## config.mk

```make
export PLATFORM = sky130hd
export DESIGN_NAME = psram_arb_ctrl
export DESIGN_NICKNAME = d
export VERILOG_FILES = /design/src/rtl/psram_arb_ctrl.sv
export SDC_FILE = /design/constraint.sdc
export NUM_CORES = 1
export LEC_CHECK = 0
export ABC_AREA = 0
export CORE_AREA = 5 5 147 149
export DETAILED_ROUTE_END_ITERATION = 8
export DIE_AREA = 0 0 152 154
export GPL_TIMING_DRIVEN = 0
export PLACE_DENSITY = 0.71
export SYNTH_ARGS = -nofsm -noshare
export SYNTH_HDL_FRONTEND = slang
export SYNTH_SLANG_ARGS = --single-unit
```

## constraint.sdc

```tcl
create_clock -name clk -period 6.45 [get_ports clk]
set_clock_uncertainty 0.1 [all_clocks]
set_input_delay 1.29 -clock clk [delete_from_list [all_inputs] [get_ports clk]]
set_output_delay 1.29 -clock clk [all_outputs]
set_load 0.1 [all_outputs]
```

## src/rtl/psram_arb_ctrl.sv

```systemverilog
// Two-port round-robin controller for the external PSRAM (single-lane SPI mode 0).
// Issues the PSRAM reset sequence after power-up, then serves 32-bit word reads/writes.
module psram_arb_ctrl #(
    parameter int DIV       = 1,
    parameter int INIT_WAIT = 7200,
    parameter int CS_GAP    = 3
) (
    input  logic        clk,
    input  logic        reset,
    input  logic        req0,
    input  logic        req1,
    input  logic        we0,
    input  logic        we1,
    input  logic [23:0] addr0,
    input  logic [23:0] addr1,
    input  logic [31:0] wdat0,
    input  logic [31:0] wdat1,
    output logic        ack0,
    output logic        ack1,
    output logic [31:0] rdat,
    output logic        ready,
    output logic        busy,
    input  logic        spi0_miso,
    output logic        spi0_sclk,
    output logic        spi0_cs0,
    output logic        spi0_mosi
);

    // state     | meaning
    // S_WAIT    | power-up wait, INIT_WAIT cycles
    // S_RSTEN   | 8-bit reset-enable frame (0x66)
    // S_GAP_EN  | CS high between reset-enable and reset
    // S_RST     | 8-bit reset frame (0x99)
    // S_GAP_RST | CS high after reset; enters IDLE with ready set
    // S_IDLE    | arbitrate and grant a request
    // S_XFER    | 64-bit command/address/data frame
    // S_GAP     | CS high after a transfer
    typedef enum logic [2:0] {
        S_WAIT, S_RSTEN, S_GAP_EN, S_RST, S_GAP_RST, S_IDLE, S_XFER, S_GAP
    } state_t;

    localparam int TW = $clog2(INIT_WAIT + CS_GAP + DIV + 1);
    localparam logic [7:0] CMD_RD    = 8'h03;
    localparam logic [7:0] CMD_WR    = 8'h02;
    localparam logic [7:0] CMD_RSTEN = 8'h66;
    localparam logic [7:0] CMD_RST   = 8'h99;

    state_t          state, state_nxt;
    logic [TW-1:0]   tmr, tmr_nxt;
    logic [5:0]      bit_cnt, bit_cnt_nxt;
    logic [63:0]     tx, tx_nxt;
    logic [30:0]     rx, rx_nxt;
    logic            x_we, x_we_nxt;
    logic            x_port, x_port_nxt;
    logic            last, last_nxt;
    logic            cs_nxt, sclk_nxt, mosi_nxt;
    logic            ack0_nxt, ack1_nxt;
    logic [31:0]     rdat_nxt;
    logic            ready_nxt, busy_nxt;

    logic            pick;
    logic            sel_we;
    logic [23:0]     sel_addr;
    logic [31:0]     sel_wdat;
    logic [63:0]     xfer_frame;
    logic            load;
    logic [63:0]     load_frame;
    logic [5:0]      load_bits;

    always_comb begin
        state_nxt   = state;
        tmr_nxt     = tmr;
        bit_cnt_nxt = bit_cnt;
        tx_nxt      = tx;
        rx_nxt      = rx;
        x_we_nxt    = x_we;
        x_port_nxt  = x_port;
        last_nxt    = last;
        cs_nxt      = spi0_cs0;
        sclk_nxt    = spi0_sclk;
        mosi_nxt    = spi0_mosi;
        ack0_nxt    = 1'b0;
        ack1_nxt    = 1'b0;
        rdat_nxt    = rdat;
        ready_nxt   = ready;
        load        = 1'b0;
        load_frame  = '0;
        load_bits   = '0;

        // With both ports requesting, the one not served last wins.
        pick       = (req0 && req1) ? ~last : req1;
        sel_we     = pick ? we1 : we0;
        sel_addr   = pick ? addr1 : addr0;
        sel_wdat   = pick ? wdat1 : wdat0;
        xfer_frame = {sel_we ? CMD_WR : CMD_RD, sel_addr, sel_we ? sel_wdat : 32'h0};

        case (state)
            S_WAIT: begin
                if (tmr == '0) begin
                    load       = 1'b1;
                    load_frame = {CMD_RSTEN, 56'h0};
                    load_bits  = 6'd7;
                    state_nxt  = S_RSTEN;
                end else begin
                    tmr_nxt = tmr - TW'(1);
                end
            end
            S_GAP_EN: begin
                if (tmr == '0) begin
                    load       = 1'b1;
                    load_frame = {CMD_RST, 56'h0};
                    load_bits  = 6'd7;
                    state_nxt  = S_RST;
                end else begin
                    tmr_nxt = tmr - TW'(1);
                end
            end
            S_GAP_RST: begin
                if (tmr == '0) begin
                    state_nxt = S_IDLE;
                    ready_nxt = 1'b1;
                end else begin
                    tmr_nxt = tmr - TW'(1);
                end
            end
            S_GAP: begin
                if (tmr == '0) begin
                    state_nxt = S_IDLE;
                end else begin
                    tmr_nxt = tmr - TW'(1);
                end
            end
            S_IDLE: begin
                if (req0 || req1) begin
                    load       = 1'b1;
                    load_frame = xfer_frame;
                    load_bits  = 6'd63;
                    last_nxt   = pick;
                    x_port_nxt = pick;
                    x_we_nxt   = sel_we;
                    state_nxt  = S_XFER;
                end
            end
            S_RSTEN, S_RST, S_XFER: begin
                if (tmr != '0) begin
                    tmr_nxt = tmr - TW'(1);
                end else if (!spi0_sclk) begin
                    sclk_nxt = 1'b1;
                    tmr_nxt  = TW'(DIV - 1);
                end else begin
                    // Falling SCLK edge: sample MISO, then either end the frame or present the next bit.
                    sclk_nxt = 1'b0;
                    rx_nxt   = {rx[29:0], spi0_miso};
                    if (bit_cnt == '0) begin
                        cs_nxt   = 1'b1;
                        mosi_nxt = 1'b0;
                        tmr_nxt  = TW'(CS_GAP - 1);
                        if (state == S_RSTEN) begin
                            state_nxt = S_GAP_EN;
                        end else if (state == S_RST) begin
                            state_nxt = S_GAP_RST;
                        end else begin
                            state_nxt = S_GAP;
                            ack0_nxt  = ~x_port;
                            ack1_nxt  = x_port;
                            if (!x_we) begin
                                rdat_nxt = {rx, spi0_miso};
                            end
                        end
                    end else begin
                        bit_cnt_nxt = bit_cnt - 6'd1;
                        mosi_nxt    = tx[63];
                        tx_nxt      = {tx[62:0], 1'b0};
                        tmr_nxt     = TW'(DIV - 1);
                    end
                end
            end
            default: state_nxt = S_WAIT;
        endcase

        if (load) begin
            cs_nxt      = 1'b0;
            sclk_nxt    = 1'b0;
            mosi_nxt    = load_frame[63];
            tx_nxt      = {load_frame[62:0], 1'b0};
            bit_cnt_nxt = load_bits;
            tmr_nxt     = TW'(DIV - 1);
        end

        busy_nxt = (state_nxt != S_IDLE);
    end

    always_ff @(posedge clk) begin
        if (reset) begin
            state     <= S_WAIT;
            tmr       <= TW'(INIT_WAIT - 1);
            bit_cnt   <= '0;
            tx        <= '0;
            rx        <= '0;
            x_we      <= 1'b0;
            x_port    <= 1'b0;
            last      <= 1'b1;
            spi0_cs0  <= 1'b1;
            spi0_sclk <= 1'b0;
            spi0_mosi <= 1'b0;
            ack0      <= 1'b0;
            ack1      <= 1'b0;
            rdat      <= '0;
            ready     <= 1'b0;
            busy      <= 1'b1;
        end else begin
            state     <= state_nxt;
            tmr       <= tmr_nxt;
            bit_cnt   <= bit_cnt_nxt;
            tx        <= tx_nxt;
            rx        <= rx_nxt;
            x_we      <= x_we_nxt;
            x_port    <= x_port_nxt;
            last      <= last_nxt;
            spi0_cs0  <= cs_nxt;
            spi0_sclk <= sclk_nxt;
            spi0_mosi <= mosi_nxt;
            ack0      <= ack0_nxt;
            ack1      <= ack1_nxt;
            rdat      <= rdat_nxt;
            ready     <= ready_nxt;
            busy      <= busy_nxt;
        end
    end

endmodule

```

==> flow_metrics.py <==
metrics = {
    "sta": {
        "hold_viol_final": 0,
        "finalCritPeriodShare_pct": 59.9,
        "rsz0062_at_grt": "no",
        "hold_ws_ns": 0.344,
        "finalSetupTns_ns": 0,
        "finalMaxSlewViolations": 0,
        "tightest_slew_ns": 1.04,
        "fmax_ghz": 0.259,
        "min_period_ns": 3.86,
        "maxSlewHeadroom_pct": 30.3,
        "setup_viol": 0,
    },
    "clock_tree": {
        "htree_num_levels": 4,
        "cts-root-buf": "clkbuf_16",
        "path_clk_slew_ns": 0.06,
        "clock-sinks": 158,
        "clkLatencyLatePin_ns": 0.42,
        "post_cts_buffers": 0,
        "numCtsBuffers": 17,
        "cts_tree": "built",
        "cts_buffer_depth": 2,
        "cts-hold-fix-buffers": 0,
        "cts_resized": 0,
    },
    "final_layout": {
        "n_antenna_cell": 0,
        "instances_no_fill": 1303,
        "multiInputGateArea_um2": 4300,
        "area_growth_pct": 31.3,
        "num-fill-cells": 1935,
        "seq_area_um2": 3160,
        "drive_gt1_share_pct": 11.7,
        "fin_nets": 1143,
    },
    "placement": {
        "port_buffers": 157,
        "gp_congestion": 0.907,
        "placedCellCount": 1272,
        "detailed_place_hpwl_um": 15400,
    },
    "yosys": {
        "ys_async_sr_fraction_pct": 0,
        "ys_types": 72,
        "synth-edff-count": 0,
        "ys.flop_type": "dfxtp_1",
        "syn-num-nets": 967,
        "synth_warnings": 0,
        "synth-seq-area-share_pct": 40.1,
        "synth_seq_cells": 158,
        "synth.avg_cell_area_um2": 9.32,
        "synthesis.area_um2": 7880,
        "netlist_instances": 845,
    },
    "critical_path": {
        "path_cells": "clkdlybuf4s50_1 > a21boi_1 > mux2i_1 > nor2_1 > clkbuf_1 > a22oi_1 > a211oi_1",
        "worst_setup_path_start_kind": "input pin",
        "critPathSlowestCell": "a21boi_1",
        "startpoint": "req1",
        "crit_type": "input pin to flop",
        "worstPathMaxFanout": 10,
        "cp-end-kind": "flop",
        "cp.required_ns": 6.68,
        "cp.arrival_ns": 4.09,
        "path_delay_family": "compound AO/OA/AOI/OAI gates",
        "path_buf_inv": 2,
        "rr_startpoint": "tmr[0]",
        "critPathMaxStageDelay_ns": 0.67,
    },
    "pwr": {
        "p_leak_nw": 3.36,
        "power_density_nw_per_um2": 202,
        "finalPower_w": 0.00209,
        "peakVddDrop_mv": 0.160,
    },
    "global_routing": {
        "grtUsageMet2_pct": 27.7,
        "met1_usage_pct": 23.0,
        "grt_pass1_wl_um": 34300,
        "gr-max-usage-layer": "met2",
        "grt-ovfl-total": 0,
        "gr-usage-met3_pct": 4.75,
        "grt_max_degree": 17,
        "antenna_found_initial": 1,
        "grt.total_usage_pct": 17.4,
        "grt_pass1_vias": 6931,
    },
    "drt": {
        "first_iter_violations": 347,
        "wl_per_cell_um": 16.0,
        "vias": 7015,
        "wirelength_um": 20900,
        "drc": 0,
        "ant_nets": 0,
        "viasPerCell": 5.38,
        "dr.pass1.iters": 5,
    },
    "floorplan": {
        "die_area_um2": 23400,
        "core-area_um2": 20000,
        "fp-row-count": 52,
        "fp.dieH_um": 154,
        "die_w_um": 152,
        "io_pins": 158,
        "initial_core_util_pct": 39.3,
    },
    "flow_run": {
        "cap_violations": 0,
    },
    "status": {
        "status": "finished clean",
    },
    "min_path": {
        "min-delay-start": "x_port",
        "hp-class": "flop to flop",
    },
}
power by group:
part	internal (W)	switching [W]
logic	0.0000985	0.0000562
registers	0.000977	0.00000200
clock network	0.000558	0.000396
total	0.00163	0.000454
cells by family (layout without fill, tap and decap cells):
kind of cell | after synthesis | count (layout) | synth area share (%)
AO/OA/AOI/OAI | 260 | 260 | 22.3
AND/OR/NAND/NOR | 215 | 215 | 15.2
flip-flops | 158 | 158 | 40.1
multiplexers | 124 | 124 | 16.3
buffers and inverters | 82 | 270 | 5.26
adder cells (fa/ha/maj) | 4 | 4 | 0.619
XOR/XNOR | 2 | 2 | 0.222
placed cells by master, fill, tap and decap left out, drive strengths merged, types with 15 or more instances in the layout:
cell type / netlist / routed
dfxtp: 158 / 158
clkdlybuf4s50: 0 / 157
mux2i: 92 / 92
a21oi: 81 / 81
nor2: 76 / 76
nand2b: 71 / 71
a211oi: 65 / 65
clkbuf: 36 / 57
buf: 38 / 38
a22oi: 34 / 34
mux2: 32 / 32
a31oi: 29 / 29
nor3: 16 / 16
nand2: 15 / 15
flip-flops by register name, summed over array words and instances, names as in the netlist:
name	count
spi0_mosi	1
ready	1
tx	63
ack0	1
spi0_cs0	1
tmr	13
bit_cnt	6
ack1	1
busy	1
state	3
x_port	1
rdat	32
last	1
x_we	1
rx	31
spi0_sclk	1
final cells by class:
| class | count | area share [%] |
|---|---|---|
| flip-flops and latches | 158 | 30.6 |
| multi-input cells | 605 | 41.6 |
| plain buffers | 76 | 3.79 |
| repair buffers | 157 | 15.2 |
| inverters | 6 | 0.218 |
| clock buffers | 21 | 4.55 |
| clock inverters | 10 | 0.847 |
| well taps | 270 | 3.27 |
routing by layer:
| metal | vias to the layer above | share of wire (%) |
|---|---|---|
| met1 | 3273 | 46 |
| met3 | 28 | 6.2 |
| li1 | 3484 | - |
| met5 | - | 0 |
| met2 | 230 | 46 |
| met4 | 0 | 1.5 |
metrics by stage:
stage	utilization (%)	cell area, um2	setup slack (ns)
floorplan	-	7880	3.60
global placement	48.8	9790	2.21
detailed placement	48.8	9790	2.19
CTS	51.6	10300	2.64
global route	51.6	10300	2.39
finish	51.6	10300	2.59
worst register-to-register path, delay by kind of cell (launching register included):
kind | cells | cell delay [ns]
buffers and inverters | 3 | 0.53
flip-flops | 1 | 0.33
adder cells (fa/ha/maj) | 1 | 0.27
AO/OA/AOI/OAI | 2 | 0.32
AND/OR/NAND/NOR | 3 | 1.01
cell usage after synthesis (all sizes together) (3+ instances only):
cell | instances | area, um2
a21boi | 4 | 30.0
nand2 | 15 | 56.3
a211oi | 65 | 493
nand2b | 71 | 444
a311o | 3 | 30.0
nor2b | 3 | 18.8
inv | 6 | 22.5
mux2i | 92 | 921
nor3b | 3 | 33.8
nor3 | 16 | 96.4
mux2 | 32 | 360
a311oi | 4 | 47.6
or3 | 4 | 26.3
a22oi | 34 | 255
buf | 38 | 239
a21oi | 81 | 409
o21a | 3 | 22.5
o21ai | 14 | 85.1
nor4 | 4 | 25.0
o311a | 3 | 30.0
nor2 | 76 | 300
and3 | 3 | 18.8
nand4 | 6 | 58.8
nand3 | 4 | 20.0
dfxtp | 158 | 3160
clkbuf | 36 | 135
a31oi | 29 | 181
ha | 3 | 37.5
worst paths after layout:
path	end	slack (ns)	cells past startpoint
max	tx[15]	2.59	7
min	ack0	0.34	1
max reg2reg	tx[54]	3.75	9
min reg2reg	ack0	0.34	1
Note: power is estimated with default switching activity, not from simulation.
==> RTL change 1 (same settings) <==
Change the parameter `CS_GAP` from 3 to 6.
--- a/src/rtl/psram_arb_ctrl.sv
+++ b/src/rtl/psram_arb_ctrl.sv
@@ -5,3 +5,3 @@
     parameter int INIT_WAIT = 7200,
-    parameter int CS_GAP    = 3
+    parameter int CS_GAP    = 6
 ) (
Formal check against the unedited RTL: no difference found for any inputs over 10 cycles, from zero or initial values and one cycle with reset high; that may be too few to reach the edited logic, so the function may still have changed.
==> RTL change 1 against the original RTL <==
Critical path depth unchanged; wire length decreased by 3.2%; largest power group is now clock; global-route usage decreased by 0.25 points; maximum frequency increased by 8.1%; synthesized cell count increased by 15%; hold slack improved by 0.0054 ns; count of clock-buffer cells in the layout increased by 1; final cell count increased by 9.3%; cell area decreased by 6.6%; setup slack improved by 0.29 ns; total power increased by 1.3%; synthesized area decreased by 8.9%; sequential cell count unchanged.
==> RTL change 1: results (changes against the original RTL) <==
RUN STATUS
--------------------------------------------------------------------------------
Run status ........................................................    completed

CRITICAL PATH
--------------------------------------------------------------------------------
Worst R2R Setup Slack .............................................      3.53 ns   -0.22 ns
Kind of cell adding the most delay to the critical path ........... buffers and inverters
Data arrival time of the critical path ............................      3.76 ns   -0.33 ns
Standard cell with the maximum stage delay on the critical path ...     clkbuf_1
Delay of the slowest critical-path stage ..........................      0.55 ns   -0.12 ns

GLOBAL ROUTING
--------------------------------------------------------------------------------
Number of antenna violations at the first check in global routing .            0   -1
Global-route wire length before repair ............................      33.7 mm   -2.0%
Met1 global-route usage ...........................................        22.1%   -0.91 points
Total routing usage reported by global routing ....................        17.1%   -0.25 points
Vias in the first global route ....................................         6832   -1.4%
Met2 track demand over resource in global routing .................        28.5%   +0.76 points
Routing usage on met3 .............................................        3.34%   -1.4 points

POWER
--------------------------------------------------------------------------------
Power Internal ....................................................      1680 µW   +3.2%
Static leakage power ..............................................   0.00326 µW   -3.0%
Maximum vdd ir drop ...............................................   0.000175 V   +9.4%

LOGIC SYNTHESIS
--------------------------------------------------------------------------------
Leading cell types by total area after synthesis .................. dfxtp_1 44%, nand2_1 14%, a21oi_1 9.8%
Post-Syn Nets .....................................................         1092   +13%
Part of the Yosys area used for sequential elements ...............        44.1%   +3.9 points
Top post-synthesis cells by count ................................. 261 x nand2_1, 158 x dfxtp_1, 141 x a21oi_1, 85 x nor2_1, 77 x nor3_1

CLOCKING
--------------------------------------------------------------------------------
Post-cts hold buffer count ........................................            0   unchanged
Level count of the clock H-tree ...................................            4   unchanged

TIMING
--------------------------------------------------------------------------------
Transition at the pin with the smallest max-transition slack ......      1.05 ns   +0.00464 ns

DRT
--------------------------------------------------------------------------------
Drt first-iter violations .........................................          484   +39%
Via density .......................................................         5.03   -6.6%
Drt total wl ......................................................      20.2 mm   -3.2%

CELLS AND AREA
--------------------------------------------------------------------------------
Net count reported at finish ......................................         1267   +11%
Count of filler cells inserted in the layout ......................         2043   +5.6%

PLACED DESIGN
--------------------------------------------------------------------------------
Routability congestion estimate from global placement .............        0.891   -1.8%

==> RTL change 1: worst reg2reg max path, stage by stage (launching register included) <==
cell and delay [ns]:
dfxtp_1 0.33, inv_1 0.08, ha_1 0.21, nor4b_4 0.38, nand4_1 0.30, o21ai_1 0.40, o21ai_1 0.21, buf_2 0.25
buf_2 0.21, a211oi_1 0.26, nor3_1 0.07
==> RTL change 1: stage by stage <==
step	hold WS, ns	util (%)	area, µm²	cells	worst slack (ns)
after detailed placement	0.347	45.3	9070	1396	2.47
after CTS	0.353	48.2	9660	1424	2.90
final	0.349	48.2	9660	1424	2.88
after global placement	0.341	45.3	9070	1396	2.49
after floorplan	0.314	-	7170	970	3.71
after global routing	0.378	48.2	9660	1424	2.65
==> RTL change 1: layout make-up <==
| class | count | area, µm² | area share, % |
|---|---|---|---|
| plain buffers | 78 | 362 | 3.74 |
| clock buffers | 22 | 474 | 4.91 |
| clock inverters | 6 | 111 | 1.15 |
| inverters | 6 | 22.5 | 0.233 |
| multi-input cells | 728 | 3630 | 37.6 |
| flip-flops and latches | 158 | 3160 | 32.7 |
| well taps | 270 | 338 | 3.50 |
| repair buffers | 156 | 1560 | 16.2 |
==> RTL change 1: routing by layer <==
| layer | wire, µm | up-vias | part of all wire, % |
|---|---|---|---|
| met5 | 0 | - | 0 |
| met4 | 433 | 0 | 2.1 |
| met3 | 984 | 30 | 4.9 |
| met2 | 9720 | 169 | 48 |
| met1 | 9060 | 3285 | 45 |
| li1 | - | 3676 | - |
==> RTL change 1: power by group through the flow <==
| stage | clock (µW) | combinational (µW) | sequential, µW |
|---|---|---|---|
| global route | 1070 | 142 | 979 |
| finish | 1010 | 129 | 979 |
| floorplan | 0 | 43.4 | 1000 |
| CTS | 1020 | 130 | 979 |
| detailed placement | 0 | 129 | 1000 |
| global placement | 0 | 128 | 1000 |
==> RTL change 1: path summary, 6_finish.rpt <==
kind | cells past startpoint | endpoint | startpoint
worst max-delay path | 7 | tx[56]$_SDFFE_PP0P_ | req0
worst min-delay path | 2 | rdat[23]$_SDFFE_PP0P_ | rdat[23]$_SDFFE_PP0P_
worst max register to register | 10 | tx[46]$_SDFFE_PP0P_ | tmr[0]$_SDFFE_PP1P_
worst min register to register | 2 | rdat[23]$_SDFFE_PP0P_ | rdat[23]$_SDFFE_PP0P_
==> RTL change 1: logic make-up (layout without fill, tap and decap cells) <==
| group | count (synthesis) | after routing | synth area share (%) |
|---|---|---|---|
| xor gates and xnor gates | 9 | 9 | 1.10 |
| AOI/OAI and AO/OA | 253 | 253 | 21.3 |
| DFF | 158 | 158 | 44.1 |
| and+or+nand+nor | 462 | 462 | 27.5 |
| muxes | 1 | 1 | 0.140 |
| buffers and inverters | 84 | 268 | 5.35 |
| adders and majority gates | 3 | 3 | 0.523 |
==> RTL change 2 (same settings) <==
Made on the original files. Take the reset off `rdat` and load it in a clocked block of its own.
--- a/src/rtl/psram_arb_ctrl.sv
+++ b/src/rtl/psram_arb_ctrl.sv
@@ -207,3 +207,2 @@
             ack1      <= 1'b0;
-            rdat      <= '0;
             ready     <= 1'b0;
@@ -224,3 +223,2 @@
             ack1      <= ack1_nxt;
-            rdat      <= rdat_nxt;
             ready     <= ready_nxt;
@@ -230,2 +228,6 @@
 
+    always_ff @(posedge clk) begin
+        rdat <= rdat_nxt;
+    end
+
 endmodule
Function: no difference found for any inputs over 10 cycles, from zero or initial values and one cycle with reset high; that may be too few to reach the edited logic, so the function may still have changed.
==> RTL change 2 against the original RTL <==
Critical path depth rose by 1; die area unchanged; maximum frequency fell by 0.62%; wire length is 8.6% lower; final cell count is 3.6% lower; sequential cell count is the same; setup slack got worse by 0.024 ns; non-clock buffer count decreased by 2; synthesized area fell by 8.3%; cell area shrank 6.0%; total power increased by 1.6%.
==> RTL change 2: results (changes against the original RTL) <==
CRITICAL PATH
--------------------------------------------------------------------------------
Standard cell with the maximum stage delay on the critical path ...        buf_1
Kind of cell adding the most delay to the critical path ........... buffers and inverters

PLACED DESIGN
--------------------------------------------------------------------------------
Routability congestion estimate from global placement .............        0.848   -6.5%
Post-detailed-placement half-perimeter wirelength .................      13.8 mm   -9.8%
Post-detailed-placement cell area .................................  0.00914 mm²   -6.6%
IO Port Bufs ......................................................          156   -0.64%
Pre-CTS setup slack ...............................................      2.11 ns   -0.0815 ns
Cell total after placement ........................................         1224   -3.8%

RUN STATUS
--------------------------------------------------------------------------------
Run status ........................................................    completed

DRT
--------------------------------------------------------------------------------
Drt first-iter violations .........................................          315   -9.2%
Via density .......................................................         5.24   -2.7%
Drt total wl ......................................................      19.1 mm   -8.6%

LOGIC SYNTHESIS
--------------------------------------------------------------------------------
Adder-cell share of the synthesized area ..........................       0.519%   -0.10 points
Count of unique library cells instantiated by Yosys ...............           58   -19%
Synthesized area per cell .........................................     9.07 µm²   -2.8%
Part of the Yosys area used for sequential elements ...............        48.2%   +8.1 points
Leading cell types by total area after synthesis .................. dfxtp_1 35%, edfxtp_1 13%, nor3_1 9.0%
Synthesized-area fraction occupied by ao, oa, aoi and oai cells ...        17.6%   -4.6 points
Post-Syn Nets .....................................................          919   -5.0%
Count of flip-flops with a built-in enable after synthesis ........           32   +32
Synth Area in XOR/XNOR ............................................       0.606%   +0.38 points
Top post-synthesis cells by count ................................. 130 x nor3_1, 126 x dfxtp_1, 98 x nand2_1, 57 x clkbuf_1, 47 x a21oi_1

CELLS AND AREA
--------------------------------------------------------------------------------
Fraction of final layout cells with drive strength greater than 1 .        7.91%   -3.8 points
Net count reported at finish ......................................         1095   -4.2%
Post-Layout Cell Count ............................................         1256   -3.6%

GLOBAL ROUTING
--------------------------------------------------------------------------------
Number of antenna violations at the first check in global routing .            0   -1
Vias in the first global route ....................................         6344   -8.5%
Pin count of the biggest net entering global routing ..............           22   +5
Global-route wire length before repair ............................      31.0 mm   -9.8%
Total routing usage reported by global routing ....................        15.8%   -1.5 points

POWER
--------------------------------------------------------------------------------
Static leakage power ..............................................   0.00320 µW   -4.9%
Maximum vdd ir drop ...............................................   0.000159 V   -0.54%

TIMING
--------------------------------------------------------------------------------
Transition at the pin with the smallest max-transition slack ......      1.04 ns   -0.00266 ns

## RTL change 2: cell types whose count changed in the layout (fill, tap and decap cells not counted), moves of 30 or more
cell | unedited run | this run
nand2b_1 | 71 | 4
o21ai_0 | 12 | 45
nor3_1 | 14 | 130
a21oi_1 | 80 | 47
nor2_1 | 74 | 15
a211oi_1 | 64 | 32
nand2_1 | 15 | 98
o22a_1 | 0 | 30
mux2i_1 | 92 | 34
dfxtp_1 | 158 | 126
edfxtp_1 | 0 | 32
a22oi_1 | 34 | 1
## RTL change 2: worst paths after layout
path	endpoint	start	slack, ns	depth (start not counted)
hold reg to reg	rdat[31]$_DFFE_PP_	rx[30]$_SDFFE_PP0P_	0.33	0
setup / recovery	tx[1]$_SDFFE_PP0P_	req1	2.56	8
setup reg to reg	rdat[15]$_DFFE_PP_	tmr[0]$_SDFFE_PP1P_	2.61	9
hold / removal	rdat[31]$_DFFE_PP_	rx[30]$_SDFFE_PP0P_	0.33	0
## RTL change 2: cell type report
cell class / instances / area, µm² / area share, %
clock buffers: 17 / 425 / 4.38
clock inverters: 15 / 154 / 1.58
multi-input cells: 555 / 3410 / 35.0
inverters: 10 / 37.5 / 0.386
plain buffers: 74 / 302 / 3.10
repair buffers: 157 / 1580 / 16.2
well taps: 270 / 338 / 3.47
flip-flops and latches: 158 / 3480 / 35.8
## RTL change 2: report_power, final
group	switching (µW)	total, µW	internal (µW)
Combinational	48.4	136	87.5
Clock	437	980	542
Sequential	1.06	1000	1000
Total	487	2120	1630
## RTL change 2: routing by layer
metal	vias to the layer above	track usage (%)	routed length, µm
met5	-	0	0
met4	0	5.86	444
met3	37	4.89	1240
met2	210	25.3	8870
met1	3030	20.2	8520
li1	3300	-	-
